==> src/rtl/fish_vga_renderer.sv <==
// ============================================================================
// Module   : fish_vga_renderer
// Purpose  : VGA display back end for the fishing game core. Derives a 25 MHz
//            pixel enable from the 100 MHz clock, generates 640x480@60 timing,
//            and paints sky, water, rod line and fish from a per-frame
//            snapshot of the game state. Returns a one-Clk frame_tick.
// Ports    : Clk, Reset (async, active-high)
//            rpos, hook_y, fpos (signed), fish_y, fish_len, q_idle, q_done
//              - game state, sampled only at the frame snapshot
//            hSync, vSync (active low), bright, rgb - registered pixel outputs
//              that lag hCount/vCount by one pixel
//            hCount, vCount - raster counters
//            frame_tick - one-Clk pulse at the snapshot point
// Revision : 1.0 - initial release
// ============================================================================
`default_nettype none

module fish_vga_renderer #(
  parameter int H_VIS   = 640,
  parameter int H_FP    = 16,
  parameter int H_SYNC  = 96,
  parameter int H_BP    = 48,
  parameter int V_VIS   = 480,
  parameter int V_FP    = 10,
  parameter int V_SYNC  = 2,
  parameter int V_BP    = 33,
  parameter int WATER_Y = 150,   // assumed >= 40 so the rod top stays on screen
  parameter int FISH_H  = 8
) (
  input  logic        Clk,
  input  logic        Reset,
  input  logic [9:0]  rpos,
  input  logic [9:0]  hook_y,
  input  logic [10:0] fpos,
  input  logic [9:0]  fish_y,
  input  logic [5:0]  fish_len,
  input  logic        q_idle,
  input  logic        q_done,
  output logic        hSync,
  output logic        vSync,
  output logic        bright,
  output logic [9:0]  hCount,
  output logic [9:0]  vCount,
  output logic [11:0] rgb,
  output logic        frame_tick
);

  localparam int H_TOT = H_VIS + H_FP + H_SYNC + H_BP;
  localparam int V_TOT = V_VIS + V_FP + V_SYNC + V_BP;

  localparam logic [9:0] H_LAST   = 10'(H_TOT - 1);
  localparam logic [9:0] V_LAST   = 10'(V_TOT - 1);
  localparam logic [9:0] H_VIS_C  = 10'(H_VIS);
  localparam logic [9:0] V_VIS_C  = 10'(V_VIS);
  localparam logic [9:0] HS_START = 10'(H_VIS + H_FP);
  localparam logic [9:0] HS_END   = 10'(H_VIS + H_FP + H_SYNC - 1);
  localparam logic [9:0] VS_START = 10'(V_VIS + V_FP);
  localparam logic [9:0] VS_END   = 10'(V_VIS + V_FP + V_SYNC - 1);
  localparam logic [9:0] SNAP_V   = 10'(V_VIS - 1);
  localparam logic [9:0] WATER_C  = 10'(WATER_Y);
  localparam logic [9:0] ROD_TOP  = 10'(WATER_Y - 40);
  localparam logic [10:0] FISH_H_C = 11'(FISH_H);

  // Pixel enable: one Clk in four.
  logic [1:0] div;
  logic       pix_en;
  assign pix_en = (div == 2'd3);

  always_ff @(posedge Clk or posedge Reset) begin
    if (Reset) div <= 2'd0;
    else       div <= div + 2'd1;
  end

  // Raster counters.
  always_ff @(posedge Clk or posedge Reset) begin
    if (Reset) begin
      hCount <= 10'd0;
      vCount <= 10'd0;
    end else if (pix_en) begin
      if (hCount == H_LAST) begin
        hCount <= 10'd0;
        vCount <= (vCount == V_LAST) ? 10'd0 : vCount + 10'd1;
      end else begin
        hCount <= hCount + 10'd1;
      end
    end
  end

  // Snapshot on the last pixel of the last visible line, so the whole
  // vertical blank is available to the game core before the next frame.
  logic at_snap;
  assign at_snap    = (hCount == H_LAST) && (vCount == SNAP_V);
  assign frame_tick = pix_en && at_snap;

  logic [9:0]  s_rpos;
  logic [9:0]  s_hook_y;
  logic [10:0] s_fpos;
  logic [9:0]  s_fish_y;
  logic [5:0]  s_fish_len;
  logic        s_idle;
  logic        s_done;

  always_ff @(posedge Clk or posedge Reset) begin
    if (Reset) begin
      s_rpos     <= 10'd320;
      s_hook_y   <= WATER_C;
      s_fpos     <= -11'sd64;
      s_fish_y   <= WATER_C;
      s_fish_len <= 6'd0;
      s_idle     <= 1'b1;
      s_done     <= 1'b0;
    end else if (frame_tick) begin
      s_rpos     <= rpos;
      s_hook_y   <= hook_y;
      s_fpos     <= fpos;
      s_fish_y   <= fish_y;
      s_fish_len <= fish_len;
      s_idle     <= q_idle;
      s_done     <= q_done;
    end
  end

  // Pixel classification from the pre-increment counters.
  logic visible, hs_n, vs_n, on_rod, on_fish;
  logic [10:0]        x_ext, rpos_ext;
  logic signed [11:0] fx, fl, fr;
  logic [11:0]        rgb_next;

  assign visible  = (hCount < H_VIS_C) && (vCount < V_VIS_C);
  assign hs_n     = !((hCount >= HS_START) && (hCount <= HS_END));
  assign vs_n     = !((vCount >= VS_START) && (vCount <= VS_END));

  // 11-bit compare so rpos+1 cannot wrap back onto column 0.
  assign x_ext    = {1'b0, hCount};
  assign rpos_ext = {1'b0, s_rpos};
  assign on_rod   = (x_ext >= rpos_ext) && (x_ext <= rpos_ext + 11'd1) &&
                    (vCount >= ROD_TOP) && (vCount <= s_hook_y);

  // Signed 12-bit span so a negative fpos clips at the left edge.
  assign fx       = $signed({2'b00, hCount});
  assign fl       = $signed({s_fpos[10], s_fpos});
  assign fr       = fl + $signed({6'b000000, s_fish_len});
  assign on_fish  = (s_fish_len != 6'd0) && (fx >= fl) && (fx < fr) &&
                    (vCount >= s_fish_y) &&
                    ({1'b0, vCount} < {1'b0, s_fish_y} + FISH_H_C);

  always_comb begin
    rgb_next = 12'h000;
    if (!visible)              rgb_next = 12'h000;
    else if (s_done)           rgb_next = 12'h0F0;
    else if (on_rod)           rgb_next = 12'hFFF;
    else if (on_fish)          rgb_next = 12'hF80;
    else if (vCount >= WATER_C) rgb_next = s_idle ? 12'h03C : 12'h06F;
    else                       rgb_next = 12'h8CF;
  end

  always_ff @(posedge Clk or posedge Reset) begin
    if (Reset) begin
      hSync  <= 1'b1;
      vSync  <= 1'b1;
      bright <= 1'b0;
      rgb    <= 12'h000;
    end else if (pix_en) begin
      hSync  <= hs_n;
      vSync  <= vs_n;
      bright <= visible;
      rgb    <= rgb_next;
    end
  end

endmodule

`default_nettype wire

==> config.mk <==
export PLATFORM = sky130hd
export DESIGN_NAME = fish_vga_renderer
export DESIGN_NICKNAME = d
export VERILOG_FILES = /design/src/rtl/fish_vga_renderer.sv
export SDC_FILE = /design/constraint.sdc
export NUM_CORES = 1
export LEC_CHECK = 0
export ABC_CLOCK_PERIOD_IN_PS = 8900
export BUFFER_PORTS_ARGS = -buffer_cell sky130_fd_sc_hd__buf_2
export CORE_ASPECT_RATIO = 1.75
export CORE_UTILIZATION = 55
export DETAILED_ROUTE_END_ITERATION = 10
export PLACE_DENSITY = 0.77
export SLEW_MARGIN = 20
export SYNTH_ARGS = -nofsm -noshare
export SYNTH_HDL_FRONTEND = slang
export SYNTH_SLANG_ARGS = --single-unit
export TNS_END_PERCENT = 30
==> constraint.sdc <==
create_clock -name Clk -period 8.9 [get_ports Clk]
set_input_delay 1.78 -clock Clk [delete_from_list [all_inputs] [get_ports Clk]]
set_output_delay 1.78 -clock Clk [all_outputs]
set_load 0.02 [all_outputs]
==> metrics.csv <==
metric;value;unit
dpl.hpwl;10100;microns
drt-initial-drc-count;269;
num-fill-cells;854;
syn_inst;553;
final_hold_viol_count;0;
tns;0;ns
postCtsSetupBuffers;0;
critPathMaxFanout;21;
async_flop_share;100;%
cts_tree;done;
yosys_warnings;0;
antennaDiodeCount;0;
path_cells;ha_1, nand4_1, nor4_2, buf_4, nand2_1, nor2_2, nand4_4, inv_1, buf_2;
die_area;0.0111;sq mm
cts_inserted_buffers;9;
r2r_end;rgb[5];
antenna_found_initial;0;
syn-num-nets;684;
powerDensity;133;mW/mm^2
fp.dieW;80.1;microns
cp_data_required_time;7.12;ns
synth_area_leaders;dfrtp_1, ha_1, mux2_4, dfstp_2, xnor2_1;
ys_seq_elements;82;
track_usage;26.0;%
rows;49;
die_y;139;microns
cpPeakStageDelay;0.59;ns
clock_path_buffers;2;
area_growth_syn_to_layout;13.5;%
seq_area_frac_synth;35.4;%
netlist_area;0.00587;sq mm
synth_edf_count;0;
max-slew-margin-rel;38.6;%
root_buffer;clkbuf_16;
reg2reg_depth;14;
cts.clk_slew.worst_paths;0.06;ns
grt_overflow_total;0;
cts.sinks;82;
multiInputGateArea;0.00346;sq mm
fin_nets;766;
gp_congestion;0.830;
layout-drive-gt1-share;27.7;%
core;0.0103;sq mm
cts-hold-fix-buffers;0;
antenna_left;0;
cp-startpoint;div[0];
end_kind;output port;
layout_common_cells;buf_2, ha_1, dfrtp_1;
startpoint_type;flop;
hold_ws;0.423;ns
fin_crit;4.59;ns
grt_max_degree;83;
grt_pass1_vias;4920;
wl;13400;microns
slowest_stage;ha_1;
ioPinCount;87;
setup_viol;0;
timing_worst_setup_path_type;reg2out;
crit_buf_inv;3;
layout_commonest_cell;buf_2;
io_buffers;86;
start_util;56.9;%
worstSkewPairLatency;0.35;ns
drv_slew;0;
yosys.area.top_type;dfrtp_1;
p_leak;3.48;nW
skew;0.00491;ns
num_vias;4604;
rsz0062_at_grt;false;
cts_resized;0;
status;complete, no violations;
seqCellArea;0.00207;sq mm
crit_cells;9;
dominantRegCellSynth;dfrtp_1;
synth.distinct_cells;55;
crit_end;frame_tick;
tightestPinTransition;0.921;ns
hp-class;reg2reg;
htree_levels;3;
wire_per_inst;17.5;microns
vias_per_cell;6.00;
crit_family;simple AND/OR/NAND/NOR gates;
arrival;2.81;ns
r2r-start;s_fpos[0];
avgSynthCellArea;10.6;sq um
drc;0;
min_period_over_period;51.5;%
max_freq;218;MHz
drt_first_pass_iters;4;
grt_pass1_wl;22400;microns
synth_top_area_share;27.3;%
drv_cap;0;
r2r_setup_slack;5.11;ns
vdd_drop_max;0.106;mV
## state kept, by name (all words and copies together) (netlist names)
| signal | count |
|---|---|
| hSync | 1 |
| s_fish_len | 6 |
| hCount | 10 |
| s_hook_y | 10 |
| rgb | 8 |
| s_done | 1 |
| s_fish_y | 10 |
| s_fpos | 11 |
| s_rpos | 10 |
| div | 2 |
| vCount | 10 |
| bright | 1 |
| s_idle | 1 |
| vSync | 1 |
## through the flow
stage          utilization, %  cell area (sq um)  total power [mW]  std cells  worst slack, ns
2_1_floorplan               -               5870             0.480        553             5.04
3_3_place_gp             61.7               6360             0.509        751             4.77
3_5_place_dp             61.7               6360             0.516        751             4.69
4_1_cts                  64.6               6660             0.892        767             4.32
5_1_grt                  64.7               6660             0.921        767             4.08
6_report                 64.7               6660             0.884        767             4.31
## power breakdown
group          switching, mW  internal [mW]  total [mW]  leakage, nW
clock                  0.150          0.224       0.374        0.149
sequential            0.0127          0.389       0.401        0.965
combinational         0.0543         0.0543       0.109         2.37
total                  0.217          0.667       0.884         3.48
## kinds of logic (layout without fill, tap and decap cells)
family	after synthesis	after routing	share of synthesized area, %
multiplexers	49	49	12.5
flip-flops	82	82	35.4
XOR/XNOR	35	35	5.23
AND/OR/NAND/NOR	126	126	12.0
adder cells (fa/ha/maj)	80	80	17.2
AO/OA/AOI/OAI	106	106	12.0
buffers and inverters	75	162	5.70
## layout make-up
cell class,instances,share of cell area (%)
clock buffers,11,3.65
flip-flops and latches,82,31.2
well taps,127,2.39
repair buffers,89,6.86
inverters,57,3.23
clock inverters,5,0.808
multi-input cells,396,51.9
## cell usage after synthesis (all sizes together), types with 6 or more instances
cell type  instances
dfrtp             64
nor4               7
ha                79
clkbuf             8
a211oi             9
buf               10
nand2             23
a21oi             20
nand4             17
xor2               7
nand2b             8
mux2              49
xnor2             28
dfstp             18
a21o              10
nand3             17
nor2              22
and4               6
inv               57
nor3               7
o21ai             25
## worst min-delay path by stage
stage               endpoint  cells after the start   start
floorplan             div[0]                      1  div[0]
CTS                   div[0]                      1  div[0]
global placement      div[0]                      1  div[0]
global route          div[0]                      1  div[0]
finish                div[0]                      1  div[0]
detailed placement    div[0]                      1  div[0]
## metal layers
layer	vias to the layer above	wire (microns)	track usage (%)
li1	2168	-	-
met1	2256	5090	28.1
met2	135	7320	46.4
met3	45	493	5.00
met4	0	499	13.7
met5	-	0	0
Power figures use the tool's default switching activity.
